`src/rtl/acc_seq_pkg.sv`:
```
// Shared opcode, ALU-control and state definitions for the accumulator-machine sequencer.
package acc_seq_pkg;

    localparam logic [2:0] OP_ADD  = 3'd0;
    localparam logic [2:0] OP_NAND = 3'd1;
    localparam logic [2:0] OP_SLT  = 3'd2;
    localparam logic [2:0] OP_BZ   = 3'd3;
    localparam logic [2:0] OP_LDI  = 3'd4;
    localparam logic [2:0] OP_MOVA = 3'd5;
    localparam logic [2:0] OP_MOVR = 3'd6;
    localparam logic [2:0] OP_HALT = 3'd7;

    localparam logic [1:0] ALU_ADD  = 2'b00;
    localparam logic [1:0] ALU_NAND = 2'b01;
    localparam logic [1:0] ALU_BR   = 2'b10;
    localparam logic [1:0] ALU_SLT  = 2'b11;

    typedef enum logic [2:0] {
        ST_START  = 3'd0,
        ST_FETCH  = 3'd1,
        ST_DECODE = 3'd2,
        ST_EXEC   = 3'd3,
        ST_HALTED = 3'd4
    } seqState_e;

    // SLT is not opcode[1:0] on the ALU side, so the mapping is spelled out
    function automatic logic [1:0] aluCtrlFor(input logic [2:0] op);
        case (op)
            OP_ADD:  return ALU_ADD;
            OP_NAND: return ALU_NAND;
            OP_SLT:  return ALU_SLT;
            OP_BZ:   return ALU_BR;
            default: return ALU_ADD;
        endcase
    endfunction

endpackage

```
`src/rtl/acc_sequencer_regfile.sv`:
```
// General register file: async read, sync write, synchronously cleared by rst_n.
module seq_regfile
    import acc_seq_pkg::*;
#(
    parameter int NREGS = 4,
    parameter int DW    = 8
) (
    input  logic                     clk,
    input  logic                     rst_n,
    input  logic                     wrEn,
    input  logic [$clog2(NREGS)-1:0] wrIdx,
    input  logic [DW-1:0]            wrData,
    input  logic [$clog2(NREGS)-1:0] rdIdx,
    output logic [DW-1:0]            rdData
);

    logic [DW-1:0] regs_r [NREGS];

    // Register storage with synchronous clear
    always_ff @(posedge clk) begin
        if (!rst_n) begin
            for (int i = 0; i < NREGS; i++) begin
                regs_r[i] <= {DW{1'b0}};
            end
        end else if (wrEn) begin
            regs_r[wrIdx] <= wrData;
        end
    end

    assign rdData = regs_r[rdIdx];

endmodule

```
`src/rtl/acc_sequencer.sv`:
```
// Fetch/decode/execute controller for the 8-bit accumulator machine; drives an external
// combinational ALU and owns PC, IR, accumulator, register file and the fetch handshake.
module acc_sequencer
    import acc_seq_pkg::*;
#(
    parameter int PC_W  = 5,
    parameter int NREGS = 4,
    parameter int DW    = 8
) (
    input  logic            clk,
    input  logic            rst_n,
    output logic            imem_req,
    output logic [PC_W-1:0] imem_addr,
    input  logic            imem_valid,
    input  logic [7:0]      imem_data,
    output logic [1:0]      alu_ctrl,
    output logic [DW-1:0]   alu_acc,
    output logic [DW-1:0]   alu_b,
    input  logic [DW-1:0]   alu_result,
    output logic [DW-1:0]   acc_out,
    output logic [PC_W-1:0] pc_out,
    output logic            retire,
    output logic            halted
);

    localparam int IDX_W = $clog2(NREGS);

    seqState_e       state_r, stateNext_s;
    logic [PC_W-1:0] pc_r, pcNext_s;
    logic [DW-1:0]   acc_r, accNext_s, bNext_s, immExt_s, rdData_s;
    logic [7:0]      ir_r;
    logic [2:0]      opcode_s;
    logic [4:0]      imm_s;
    logic            wrEn_s;
    logic            imemReq_r, retire_r, halted_r;
    logic [1:0]      aluCtrl_r;
    logic [DW-1:0]   aluAcc_r, aluB_r;

    assign opcode_s = ir_r[7:5];
    assign imm_s    = ir_r[4:0];
    assign immExt_s = {{(DW-5){1'b0}}, imm_s};
    assign wrEn_s   = (state_r == ST_EXEC) && (opcode_s == OP_MOVA);

    seq_regfile #(.NREGS(NREGS), .DW(DW)) uRegfile (
        .clk    (clk),
        .rst_n  (rst_n),
        .wrEn   (wrEn_s),
        .wrIdx  (ir_r[IDX_W-1:0]),
        .wrData (acc_r),
        .rdIdx  (ir_r[IDX_W-1:0]),
        .rdData (rdData_s)
    );

    // State register
    always_ff @(posedge clk) begin
        if (!rst_n) begin
            state_r <= ST_START;
        end else begin
            state_r <= stateNext_s;
        end
    end

    // Next-state logic; HALTED is left only through reset
    always_comb begin
        stateNext_s = state_r;
        case (state_r)
            ST_START:  stateNext_s = ST_FETCH;
            ST_FETCH: begin
                if (imem_valid) begin
                    stateNext_s = ST_DECODE;
                end else begin
                    stateNext_s = ST_FETCH;
                end
            end
            ST_DECODE: stateNext_s = ST_EXEC;
            ST_EXEC: begin
                if (opcode_s == OP_HALT) begin
                    stateNext_s = ST_HALTED;
                end else begin
                    stateNext_s = ST_FETCH;
                end
            end
            ST_HALTED: stateNext_s = ST_HALTED;
            default:   stateNext_s = ST_START;
        endcase
    end

    // Second operand selection made in DECODE
    always_comb begin
        bNext_s = {DW{1'b0}};
        case (opcode_s)
            OP_ADD, OP_NAND, OP_SLT, OP_MOVR: bNext_s = rdData_s;
            OP_BZ, OP_LDI:                    bNext_s = immExt_s;
            default:                          bNext_s = {DW{1'b0}};
        endcase
    end

    // EXEC effects; aluB_r holds the decoded operand while in EXEC
    always_comb begin
        accNext_s = acc_r;
        pcNext_s  = pc_r + PC_W'(1);
        case (opcode_s)
            OP_ADD, OP_NAND, OP_SLT: accNext_s = alu_result;
            OP_BZ: begin
                // Branch decision is local; alu_result is not trusted for BZ
                if (acc_r == {DW{1'b0}}) begin
                    pcNext_s = PC_W'(imm_s);
                end else begin
                    pcNext_s = pc_r + PC_W'(1);
                end
            end
            OP_LDI:  accNext_s = immExt_s;
            OP_MOVR: accNext_s = aluB_r;
            default: accNext_s = acc_r;
        endcase
    end

    // Architectural state and registered outputs
    always_ff @(posedge clk) begin
        if (!rst_n) begin
            pc_r      <= {PC_W{1'b0}};
            acc_r     <= {DW{1'b0}};
            ir_r      <= 8'd0;
            imemReq_r <= 1'b0;
            retire_r  <= 1'b0;
            halted_r  <= 1'b0;
            aluCtrl_r <= ALU_ADD;
            aluAcc_r  <= {DW{1'b0}};
            aluB_r    <= {DW{1'b0}};
        end else begin
            imemReq_r <= (stateNext_s == ST_FETCH);
            retire_r  <= (stateNext_s == ST_EXEC);
            halted_r  <= (stateNext_s == ST_HALTED);
            if ((state_r == ST_FETCH) && imem_valid) begin
                ir_r <= imem_data;
            end
            if (state_r == ST_DECODE) begin
                aluCtrl_r <= aluCtrlFor(opcode_s);
                aluAcc_r  <= acc_r;
                aluB_r    <= bNext_s;
            end else begin
                aluCtrl_r <= ALU_ADD;
                aluAcc_r  <= {DW{1'b0}};
                aluB_r    <= {DW{1'b0}};
            end
            if (state_r == ST_EXEC) begin
                acc_r <= accNext_s;
                pc_r  <= pcNext_s;
            end
        end
    end

    assign imem_req  = imemReq_r;
    assign imem_addr = pc_r;
    assign pc_out    = pc_r;
    assign acc_out   = acc_r;
    assign retire    = retire_r;
    assign halted    = halted_r;
    assign alu_ctrl  = aluCtrl_r;
    assign alu_acc   = aluAcc_r;
    assign alu_b     = aluB_r;

endmodule

```
`config.mk`:
```
export PLATFORM = sky130hd
export DESIGN_NAME = acc_sequencer
export DESIGN_NICKNAME = d
export VERILOG_FILES = /design/src/rtl/acc_seq_pkg.sv /design/src/rtl/acc_sequencer_regfile.sv /design/src/rtl/acc_sequencer.sv
export SDC_FILE = /design/constraint.sdc
export NUM_CORES = 1
export LEC_CHECK = 0
export ABC_CLOCK_PERIOD_IN_PS = 1900
export CAP_MARGIN = 20
export CORE_UTILIZATION = 30
export CTS_BUF_LIST = sky130_fd_sc_hd__clkbuf_4
export DETAILED_ROUTE_END_ITERATION = 7
export PLACE_DENSITY = 0.48
export SETUP_SLACK_MARGIN = 0.1
export SLEW_MARGIN = 25
export SYNTH_ARGS = -nofsm -noshare
export SYNTH_HDL_FRONTEND = slang
export SYNTH_SLANG_ARGS = --single-unit
```
`constraint.sdc`:
```
create_clock -name clk -period 1.9 [get_ports clk]
set_input_delay 0.19 -clock clk [delete_from_list [all_inputs] [get_ports clk]]
set_output_delay 0.19 -clock clk [all_outputs]
set_load 0.01 [all_outputs]
```
* Yosys cells after proc, flatten, opt, wreduce, memory -nomap -nowiden *
Memories as Yosys holds them, arrays and structs flattened. A register that Yosys moved wholly into a read port is not among the register bits.
Index checks and enable logic that the tools add are counted.

word-level totals
  output and inout port bits = 39
  input bits = 19
  RAM bits = 32
  word-level logic and storage cells = 55
  flip-flop bits (word level) = 45
  memories kept = 1

memory list
  memory           words  width  read ports  clocked after memory_dff  wr ports  line                         source
  uRegfile.regs_r  4      8      1           1                         4         acc_sequencer_regfile.sv:17  logic [DW-1:0] regs_r [NREGS];

cells by class
  eq/ne operators = 14
  multiplexer cells = 17
  $add $sub $neg = 1
  reduce and logical (&&, ||, !) cells = 12

operators with widths
  operator             number
  $pmux 8 s3           1
  $eq 3x3->1 const B   6
  $pmux 8 s2           1
  $eq 3x2->1 const B   5
  $pmux 3 s5           1
  $mux 5               2
  $eq 3x1->1 const B   3
  $logic_not 8->1      1
  $mux 2               4
  $mux 8               1
  $reduce_or 8->1      1
  $logic_not 3->1      2
  $pmux 2 s3           1
  $add 5x1->5 const B  1
  $mux 1               5
  $reduce_and 2->1     2
  $reduce_or 4->1      1
  $mux 3               1
  $reduce_bool 3->1    1
  $reduce_or 3->1      1
  $logic_and 1x1->1    2
  $reduce_or 2->1      1

* Depth between registers and ports, before layout *
Gate-level depths: netlist of the first run.

  word-level depth = 7
  gate-level depth with buffers = 7
  mapped depth without buffers = 5

* Hierarchy *
A second synthesis of the first run with hierarchy kept.

second synthesis, totals
  cells, all modules = 291
  area total of the unflattened synthesis = 3,353.2 um^2

by module, submodules not included
  module         area each (um^2)  cells each  times used
  acc_sequencer  1,915.6           204         1
  seq_regfile    1,437.6           87          1

* Worst setup path after synthesis of the first run *
Ideal clock, no wire load.

  path type = register to register
  start point = register state_r[1]
  end point = memory uRegfile.regs_r[2][0], enable pin
  arrival time = 1,475 ps
  clock period less this slack = 1,859 ps
  library setup time = 384 ps
  required time = 1,516 ps
  stages on the path, launching flop included = 6
  path slack = 41 ps
  cell sequence = dfxtp_1 -> buf_4 -> and3b_1 -> buf_6 -> nand3_1 -> o21ai_0

RTL lines
  element                 line                         source
  from (decl)             acc_sequencer.sv:28          seqState_e state_r, stateNext_s;
  from (signal assigned)  acc_sequencer.sv:59          state_r <= stateNext_s;
  to (decl)               acc_sequencer_regfile.sv:17

* Worst setup path after layout of the first run *
  start point = register acc_r[2] (netlist: acc_out[2])
  end point = output port acc_out[2]

RTL lines
  element                 line                  source
  from (decl)             acc_sequencer.sv:30   logic [DW-1:0] acc_r, accNext_s, bNext_s, immExt_s, rdData_s;
  from (signal assigned)  acc_sequencer.sv:122  acc_r <= {DW{1'b0}};
  from (signal assigned)  acc_sequencer.sv:147  acc_r <= accNext_s;
  to (decl)               acc_sequencer.sv:20   output logic [DW-1:0] acc_out,

No word-level cell between the ends.

==> metrics.txt, run 1 <==
commonest cells after routing, fill and taps aside clkdlybuf4s50_1, dfxtp_1, and2_1; adder and majority cell fraction of the synthesized area 0.003701; Cell Pwr Density 744.3 nW/µm²; Starting DRT DRC Count 146; critical path, cell by cell clkdlybuf4s50_1; predominant post-synthesis flop cell dfxtp_1; ys async rst share 0; clk_lat worst skew 0.42 ns; grt ovf 0; register area 1907 µm²; drt via density about 4.7; n_diodes 0; total die area 11700 µm²; sequential element share of the synthesized area 0.5625; Avg Cell Area, Syn 11.08 µm²; total wire length about 8.6 mm; Netlist Area Pre-Place about 3400 µm²; chip width 108.2 µm; Final Max Tran Viols 0; synth warn 0; HPWL Detailed a little over 6 mm; Clock Skews ~0.021 ns; core area ~11000 µm²; detailed-route DRC error count 0; CP max-delay cell clkdlybuf4s50_1; first-pass GRT wire length 13.44 mm; xor/xnor share of the synthesized area 0.002591; compound-gate portion of the synthesized area 0.08734; area growth from synthesis to layout 27.72%; share of cells above drive strength 1 0.1632; Seq cells post-synth 79; Multi-input gate area 1324 µm²; nets slightly below 400; Post-Synthesis Cells slightly above 300; FMAX 0.5866 GHz; actual slew at the worst max-slew pin between 0.4 and 0.5 ns; worst hold path type in2reg; Ports 58; H-tree levels 3; commonest non-fill, non-tap cell in the layout clkdlybuf4s50_1; peak supply drop 0.2898 mV; port bufs 57; Clock Pin Slew Worst Setup and Hold Paths 0.13 ns; clock sink count 79; largest net degree at the start of global routing 23; Setup TNS 0 ns; CP Max Fanout 8; Syn Nets 325; CTS Buffer Depth 2; required time worst endpoint 1.71 ns; Largest stage delay, worst path 0.60 ns; final setup vio count 0; simple-gate share of the synthesized area 0.2258; Worst setup EP type output port; Die Y around 110 µm; fin crit share 0.8972; Period minus WS final 1.705 ns; RSZ-0062 raised after global routing false; CTS Root Buffer Type clkbuf_4; max-cap violation count 0; DRT antenna net count 0; worst setup path class reg2out; CTS tree yes; cell leakage power 1.532 nW; EDFF count, synth 32; multiplexer share of the synthesized area 0.07143; GRT Overall Usage 0.1590; Initial Util 0.3105; # fillers 1103; Buf/Inv on CP 1; Pre-antenna DRT Iters 4; Hold Violations, Final 0; dominant combinational cell family by area after synthesis simple AND/OR/NAND/NOR gates; Final Wtd Congestion 0.7724; total power 3.214 mW; Worst EP arrival 1.51 ns; total CTS buffers 9; Synth cell types 42; initial antenna violation count 0; Worst path top cell family by delay buffers and inverters; vias in the first global route 2387; outcome completed; Rel. slew slack 0.7050; CP startpoint kind register; WL/cell 16.47 µm; via count 2465; FP Rows 38
[worst paths after layout]
path | end | cells past startpoint | slack, ns | from
hold / removal | ir_r[7]$_SDFFE_PN0N_ | 3 | 0.31 | imem_data[7]
hold reg to reg | alu_acc[5]$_SDFF_PN0_ | 1 | 0.51 | acc_out[5]$_SDFFE_PN0P_
setup / recovery | acc_out[2] | 1 | 0.20 | acc_out[2]$_SDFFE_PN0P_
setup reg to reg | uRegfile.regs_r[3][3]$_DFFE_PP_ | 5 | 0.26 | state_r[2]$_SDFF_PN0_
[worst register-to-register path: stages, from the launching register on]
cell	delay [ns]
dfxtp_1	0.38
and3b_1	0.28
buf_4	0.18
nand3_1	0.11
o21ai_0	0.18
buf_4	0.22
[registers in the layout, indices dropped and copies added, names as in the netlist, named ones only]
| name | cells |
|---|---|
| imem_req | 1 |
| retire | 1 |
| imem_addr | 5 |
| alu_ctrl | 2 |
| halted | 1 |
| uRegfile.regs_r | 32 |
| alu_acc | 8 |
| state_r | 3 |
| ir_r | 8 |
| alu_b | 8 |
| acc_out | 8 |
[per-stage QoR]
step | util | std cells | area [µm²] | hold WS [ns] | worst slack [ns]
6_report | 0.3966 | 520 | 4318 | 0.3132 | 0.1953
5_1_grt | 0.3966 | 520 | 4318 | 0.3124 | 0.1104
3_3_place_gp | 0.3829 | 504 | 4169 | 0.5074 | 0.08025
2_1_floorplan | - | 305 | 3381 | 0.3260 | 0.04132
4_1_cts | 0.3959 | 520 | 4310 | 0.2840 | 0.1014
3_5_place_dp | 0.3829 | 504 | 4169 | 0.5213 | 0.03053
[power breakdown]
part           total (mW)  switching, mW  internal (mW)
Sequential           1.86         0.0506           1.81
Combinational       0.320          0.153          0.167
Clock                1.03          0.596          0.434
Total                3.21          0.800           2.41
[area by class of cell]
cell class,count,share of cell area
Multi-Input combinational cell,200,0.3066
Clock buffer,11,0.01912
Sequential cell,79,0.4416
Tap cell,140,0.04057
Timing Repair Buffer,82,0.1756
Clock inverter,5,0.01362
Inverter,3,0.002898
[routing by layer]
metal | wire length [µm] | global-route usage | vias to the layer above
li1 | - | - | 1212
met3 | 366 | 0.02351 | 9
met4 | 106 | 0.05871 | 0
met5 | 0 | 0 | -
met1 | 4387 | 0.2410 | 1175
met2 | 3702 | 0.2261 | 69
[synthesized netlist by cell type, types with 2 or more instances]
cell       count  area, µm²
dfxtp_1       47      940.9
and2_1        41      256.5
nand2_1       38      142.6
edfxtp_1      32      960.9
a21oi_1       20      100.1
nor2_1        15      56.30
buf_4          8      60.06
mux4_2         8      180.2
nor3_1         8      40.04
nand3_1        7      35.03
nor2b_1        7      43.79
clkbuf_1       6      22.52
o211ai_1       6      45.04
a22oi_1        5      37.54
buf_2          5      25.02
mux2i_1        5      50.05
o21ai_0        5      25.02
a31oi_1        4      25.02
a2bb2oi_1      3      26.28
a311oi_1       3      26.28
and3_1         3      18.77
buf_6          3      33.78
nand2b_1       3      18.77
inv_1          2      7.510
nor3_4         2      32.53
nor3b_1        2      15.01
or3_1          2      12.51
[timing repair]
action,CTS,global route
hold buffers,0,0
setup buffers,0,0
setup endpoints to repair,0,5
gates resized for setup,0,5
[kinds of logic (layout without fill, tap and decap cells)]
group / after synthesis / count (layout)
AND/OR/NAND/NOR: 137 / 137
XOR/XNOR: 1 / 1
AO/OA/AOI/OAI: 47 / 47
multiplexers: 14 / 14
buffers and inverters: 26 / 101
adder cells (fa/ha/maj): 1 / 1
flip-flops: 79 / 79
Power figures use the tool's default switching activity.
==> run 2, diff against run 1 <==
SETUP_SLACK_MARGIN = 0.5   (was 0.1)
SYNTH_HIERARCHICAL = 1   (was not set)
==> run 2 against run 1 <==
Compared with the run above: cell count rose by 5.0%; largest cell class unchanged; global-route usage rose by 2.0 points; via count rose by 6.7%; clock power barely moved; maximum frequency rose by 13%; first-iteration DRC count rose by 26%; highest routed layer unchanged; wire length rose by 16%.
==> metrics.txt, run 2 <==
outcome completed (unchanged); Initial Util 0.3080 (was 0.3105); Cells on Worst Hold Path 3 (unchanged); final setup vio count 0 (unchanged); max-cap violation count 0 (unchanged); DP Worst Slack 0.1772 ns (was 0.03053 ns); Worst EP arrival 1.65 ns (was 1.51 ns); Post-Synthesis Cells 291 (was 305); Clock Pin Slew Worst Setup and Hold Paths 0.15 ns (was 0.13 ns); largest net degree at the start of global routing 16 (was 23); actual slew at the worst max-slew pin 0.3191 ns (was 0.4416 ns); clk_lat worst skew 0.43 ns (was 0.42 ns); via count 2629 (was 2465); Cell Pwr Density 673.7 nW/µm² (was 744.3 nW/µm²); area leader, netlist edfxtp_1 (unchanged); Reg with most FFs uRegfile/regs_r (was uRegfile.regs_r); total CTS buffers 9 (unchanged); CP startpoint kind register (unchanged); Seq cells post-synth 77 (was 79); CP Max Fanout 6 (was 8); commonest non-fill, non-tap cell in the layout buf_4 (was clkdlybuf4s50_1); port bufs 57 (unchanged); Synth cell types 47 (was 42); Post-CTS Hold Fix Bufs 0 (unchanged); predominant post-synthesis flop cell dfxtp_1 (unchanged); cell leakage power 2.047 nW (was 1.532 nW); hold_ws 0.3421 ns (was 0.3132 ns); detailed-route DRC error count 0 (unchanged); CTS Root Buffer Type clkbuf_4 (unchanged); Pre-antenna DRT Iters 4 (unchanged); CTS tree yes (unchanged); # fillers 1039 (was 1103); GRT Overall Usage 0.1791 (was 0.1590); drt via density 4.815 (was 4.740); Die Y 107.7 µm (was 108.2 µm); synth warn 6 (was 0); RSZ-0062 raised after global routing true (was false); final core occ 0.4486 (was 0.3966); share of cells above drive strength 1 0.3916 (was 0.1632); first-pass GRT wire length 15.03 mm (was 13.44 mm); register area 1924 µm² (was 1907 µm²); Setup TNS 0 ns (unchanged); EDFF count, synth 32 (unchanged); chip width 107.7 µm (was 108.2 µm); CTS Buffer Depth 2 (unchanged); top post-synthesis cells by count dfxtp_1, and2_1, edfxtp_1 (was dfxtp_1, and2_1, nand2_1); Hold EP acc_out[6]$_SDFFE_PN0P_ (was ir_r[7]$_SDFFE_PN0N_); hold_sp alu_result[6] (was imem_data[7]); Ports 58 (unchanged); peak supply drop 0.2884 mV (was 0.2898 mV); Netlist Area Pre-Place 3353 µm² (was 3381 µm²); WL/cell 18.12 µm (was 16.47 µm); DRT antenna net count 0 (unchanged); Final Wtd Congestion 0.7862 (was 0.7724); worst setup margin 0.3934 ns (was 0.1953 ns); Clock Skews 0.02099 ns (was 0.02143 ns); total die area 11600 µm² (was 11700 µm²); sequential element share of the synthesized area 0.5552 (was 0.5625); commonest cells after routing, fill and taps aside buf_4, edfxtp_1, dlygate4sd2_1 (was clkdlybuf4s50_1, dfxtp_1, and2_1); FP Rows 38 (unchanged); total wire length 9.893 mm (was 8.562 mm); count leader, synth dfxtp_1 (unchanged); Multi-input gate area 1530 µm² (was 1324 µm²); Avg Cell Area, Syn 11.52 µm² (was 11.08 µm²); FMAX 0.6637 GHz (was 0.5866 GHz); Starting DRT DRC Count 184 (was 146); Post-DP Area 4161 µm² (was 4169 µm²); Worst setup EP type register (was output port); Final Max Tran Viols 0 (unchanged); clock sink count 77 (was 79); Period minus WS final 1.507 ns (was 1.705 ns); post-synth top area share 0.2866 (was 0.2842); ys async rst share 0 (unchanged); fin crit share 0.7930 (was 0.8972); H-tree levels 3 (unchanged); worst hold path type in2reg (unchanged); worst setup path class reg2reg (was reg2out); initial antenna violation count 0 (unchanged); grt ovf 0 (unchanged); core area 10890 µm² (unchanged); vias in the first global route 2559 (was 2387); Syn Nets 311 (was 325); R2R depth 6 (was 5); HPWL Detailed 6.258 mm (was 6.076 mm); Rel. slew slack 0.7873 (was 0.7050); top cells by area, synth edfxtp_1, dfxtp_1, and2_1 (unchanged); nets 421 (was 395); Hold Violations, Final 0 (unchanged); Largest register FFs 32 (unchanged); n_diodes 0 (unchanged); worst reg-to-reg setup slack 0.39 ns (was 0.26 ns); RR Endpoint uRegfile/regs_r[2][6]$_SDFFCE_PN0P_ (was uRegfile.regs_r[3][3]$_DFFE_PP_); Finished Cell Area 4885 µm² (was 4318 µm²); reg-to-reg startpoint state_r[2]$_SDFF_PN0_ (unchanged); required time worst endpoint 2.04 ns (was 1.71 ns); area growth from synthesis to layout 45.67% (was 27.72%)
[run 2: cell count changes in the layout (fill, tap and decap cells not counted), sizes merged, moves of 8 or more]
cell,previous run,this run
clkdlybuf4s50,57,18
dlygate4sd2,0,31
and3,3,11
buf,25,66
nand2,38,25
a21oi,20,11
and2,41,32
mux2i,5,13
[run 2: logic make-up after synthesis]
logic type,Yosys count,share of synthesized area
xor gates and xnor gates,1,0.002612
DFF,77,0.5552
adders and majority gates,1,0.003731
muxes,21,0.09254
and+or+nand+nor,127,0.2119
AOI/OAI and AO/OA,38,0.08396
buffers and inverters,26,0.04999
[run 2: power by group]
group | leakage (nW) | internal (mW) | total (mW) | switching [mW]
sequential | 0.711 | 1.76 | 1.81 | 0.0453
combinational | 1.26 | 0.223 | 0.424 | 0.201
clock | 0.0779 | 0.418 | 1.06 | 0.639
[run 2: how the worst max path moves through the flow]
stage,start,end,cells past startpoint
after detailed placement,rst_n,alu_b[5]$_SDFF_PN0_,5
after CTS,acc_out[6]$_SDFFE_PN0P_,acc_out[6],1
after global routing,state_r[2]$_SDFF_PN0_,uRegfile/regs_r[2][4]$_SDFFCE_PN0P_,6
after floorplan,state_r[2]$_SDFF_PN0_,uRegfile/regs_r[0][0]$_SDFFCE_PN0P_,4
after global placement,rst_n,alu_b[6]$_SDFF_PN0_,5
final,state_r[2]$_SDFF_PN0_,uRegfile/regs_r[2][6]$_SDFFCE_PN0P_,6
[run 2: final cells by class]
| class | count | share of cell area |
|---|---|---|
| multi-input cells | 189 | 0.3133 |
| well taps | 140 | 0.03586 |
| repair buffers | 120 | 0.2239 |
| clock buffers | 9 | 0.01383 |
| flip-flops and latches | 77 | 0.3940 |
| inverters | 4 | 0.003074 |
| clock inverters | 7 | 0.01614 |
[run 2: per-stage QoR]
step           std cells  power, mW
2_1_floorplan        291      2.042
3_3_place_gp         486      2.194
3_5_place_dp         486      2.196
4_1_cts              535      3.296
5_1_grt              546      3.444
6_report             546      3.291
[run 2: critical path: stages (launching register included)]
cell,delay (ns)
dfxtp_2,0.35
nand3b_4,0.16
nor3_4,0.22
buf_6,0.13
nand2b_4,0.06
o21ai_4,0.17
buf_12,0.14
[run 2: timing repair]
action / CTS / global route
setup endpoints to repair: 124 / 87
cloned: 2 / 1
pin swaps: 30 / 25
buffers inserted: 31 / 10
gates resized for setup: 104 / 44
[run 2: routing by layer]
layer	part of all wire	wire [µm]	global-route usage
met2	0.48	4718	0.2853
met3	0.035	343	0.03329
met5	0	0	0
met4	0.0068	67	0.03914
met1	0.48	4763	0.2513
==> run 3, diff against run 2 <==
ABC_CLOCK_PERIOD_IN_PS = 1400   (was 1900)
PLACE_DENSITY = 0.46   (was 0.48)
clock period = 1.4 ns   (was 1.9 ns; I/O delays follow)
==> run 3 against run 2 <==
Compared with the run above: power is 42% higher; the run now ends with setup timing left; via count grew 5.9%; setup slack got worse by 0.58 ns; hold slack got worse by 0.033 ns; largest cell class unchanged; global-route usage rose by 0.63 points; die area is the same.
==> metrics.txt, run 3 (synthesis results as in run 2) <==
outcome complete, but fails checks (was completed); failing checks setup timing; CTS tree yes (unchanged); via count 2784 (was 2629); CP Max Fanout 6 (unchanged); clock sink count 77 (unchanged); FMAX 0.6296 GHz (was 0.6637 GHz); Buf/Inv on CP 2 (unchanged); Reg with most FFs uRegfile/regs_r (unchanged); cell leakage power 2.235 nW (was 2.047 nW); final core occ 0.5070 (was 0.4486); total CTS buffers 9 (unchanged); WL/cell 17.59 µm (was 18.12 µm); Final Wtd Congestion 0.7618 (was 0.7862); Hold Violations, Final 0 (unchanged); Pre-antenna DRT Iters 4 (unchanged); chip width 107.7 µm (unchanged); Met3 Wirelength 329 µm (was 343 µm); actual slew at the worst max-slew pin 0.3649 ns (was 0.3191 ns); grt ovf 0 (unchanged); commonest non-fill, non-tap cell in the layout buf_6 (was buf_4); GRT Overall Usage 0.1854 (was 0.1791); Final Max Tran Viols 0 (unchanged); fin crit share 1.134 (was 0.7930); n_diodes 0 (unchanged); vias in the first global route 2760 (was 2559); share of cells above drive strength 1 0.5901 (was 0.3916); final setup vio count 74 (was 0); Layout Cells excl Fill 584 (was 546); area growth from synthesis to layout 64.63% (was 45.67%); met2 routed wirelength 5.007 mm (was 4.718 mm); wl on met1 4.816 mm (was 4.763 mm); Initial Util 0.3080 (unchanged); total power 4.676 mW (was 3.291 mW); core area 10890 µm² (unchanged); placed cells 511 (was 486); RSZ-0062 raised after global routing true (unchanged); FP Rows 38 (unchanged); Worst path top cell family by delay simple AND/OR/NAND/NOR gates (unchanged); Largest register FFs 32 (unchanged); Worst setup EP type register (unchanged); nets 459 (was 421); Cell Pwr Density 847.0 nW/µm² (was 673.7 nW/µm²); Die Y 107.7 µm (unchanged); DRT antenna net count 0 (unchanged); clk_lat worst skew 0.42 ns (was 0.43 ns); required time worst endpoint 1.55 ns (was 2.04 ns); DP Worst Slack -0.2203 ns (was 0.1772 ns); first-pass GRT wire length 15.63 mm (was 15.03 mm); worst setup path class reg2reg (unchanged); drt via density 4.767 (was 4.815); detailed-route DRC error count 0 (unchanged); Ports 58 (unchanged); worst hold path type in2reg (unchanged); CP max-delay cell dfxtp_2 (unchanged); worst setup margin -0.1883 ns (was 0.3934 ns); Rel. slew slack 0.7562 (was 0.7873); Period minus WS final 1.588 ns (was 1.507 ns); HPWL Detailed 6.873 mm (was 6.258 mm); total die area 11600 µm² (unchanged); commonest cells after routing, fill and taps aside buf_6, buf_4, edfxtp_1 (was buf_4, edfxtp_1, dlygate4sd2_1); largest net degree at the start of global routing 18 (was 16); H-tree levels 3 (unchanged); peak supply drop 0.4084 mV (was 0.2884 mV); total wire length 10.27 mm (was 9.893 mm); initial antenna violation count 0 (unchanged); Clock Pin Slew Worst Setup and Hold Paths 0.15 ns (about the same); Clock Skews 0.01743 ns (was 0.02099 ns); DR top layer met4 (unchanged); Setup TNS -9.879 ns (was 0 ns); CTS Buffer Depth 2 (unchanged); CP startpoint kind register (unchanged); port bufs 57 (unchanged); Worst EP arrival 1.74 ns (was 1.65 ns); CTS Root Buffer Type clkbuf_4 (unchanged); Largest stage delay, worst path 0.35 ns (about the same); max-cap violation count 0 (unchanged); Starting DRT DRC Count 104 (was 184); critical path, cell by cell nand3b_4 > nor3_4 > buf_6 > nand2b_4 > o21ai_4 > buf_12 (unchanged)
==> run 3: repair_timing <==
item                       4_1_cts  5_1_grt
hold buffers                     0        0
setup endpoints to repair      148      148
buffers inserted                38       14
gates resized for setup        294       36
pin swaps                       34       28
gates cloned                     5        0
==> run 3: layout make-up <==
| class | instances | area (µm²) |
|---|---|---|
| clock buffers | 9 | 67.56 |
| clock inverters | 7 | 81.33 |
| fillers | 980 | 5368 |
| inverters | 4 | 20.02 |
| multi-input cells | 189 | 1663 |
| flip-flops and latches | 77 | 1929 |
| well taps | 140 | 175.2 |
| repair buffers | 157 | 1578 |
| repair inverters | 1 | 6.256 |
==> run 3: metrics by stage <==
step	hold WS, ns	instance area (µm²)
2_1_floorplan	0.2784	3485
3_3_place_gp	0.4784	4423
3_5_place_dp	0.4772	4423
4_1_cts	0.2916	5251
5_1_grt	0.2972	5520
6_report	0.3089	5520
==> run 3: routing by layer <==
layer  GRT usage  vias up
met2      0.2995       57
met4     0.05871        0
met1      0.2573     1368
met3     0.02240       11
met5           0        -
li1            -     1348
==> run 3: worst min-delay path: stages <==
cell             delay [ns]
clkdlybuf4s50_1        0.40
nand2_1                0.07
a311oi_2               0.09
==> run 3: final timing paths <==
kind / start / endpoint / slack, ns / cells after the start
worst max-delay path: state_r[2]$_SDFF_PN0_ / uRegfile/regs_r[2][0]$_SDFFCE_PN0P_ / -0.19 / 6
worst max register to register: state_r[2]$_SDFF_PN0_ / uRegfile/regs_r[2][0]$_SDFFCE_PN0P_ / -0.19 / 6
worst min-delay path: alu_result[5] / acc_out[5]$_SDFFE_PN0P_ / 0.31 / 3
worst min register to register: alu_b[5]$_SDFF_PN0_ / acc_out[5]$_SDFFE_PN0P_ / 0.57 / 2
==> run 3: power breakdown <==
group	total (mW)	internal [mW]	switching, mW
clock network	1.44	0.573	0.863
logic	0.784	0.448	0.336
registers	2.46	2.40	0.0596
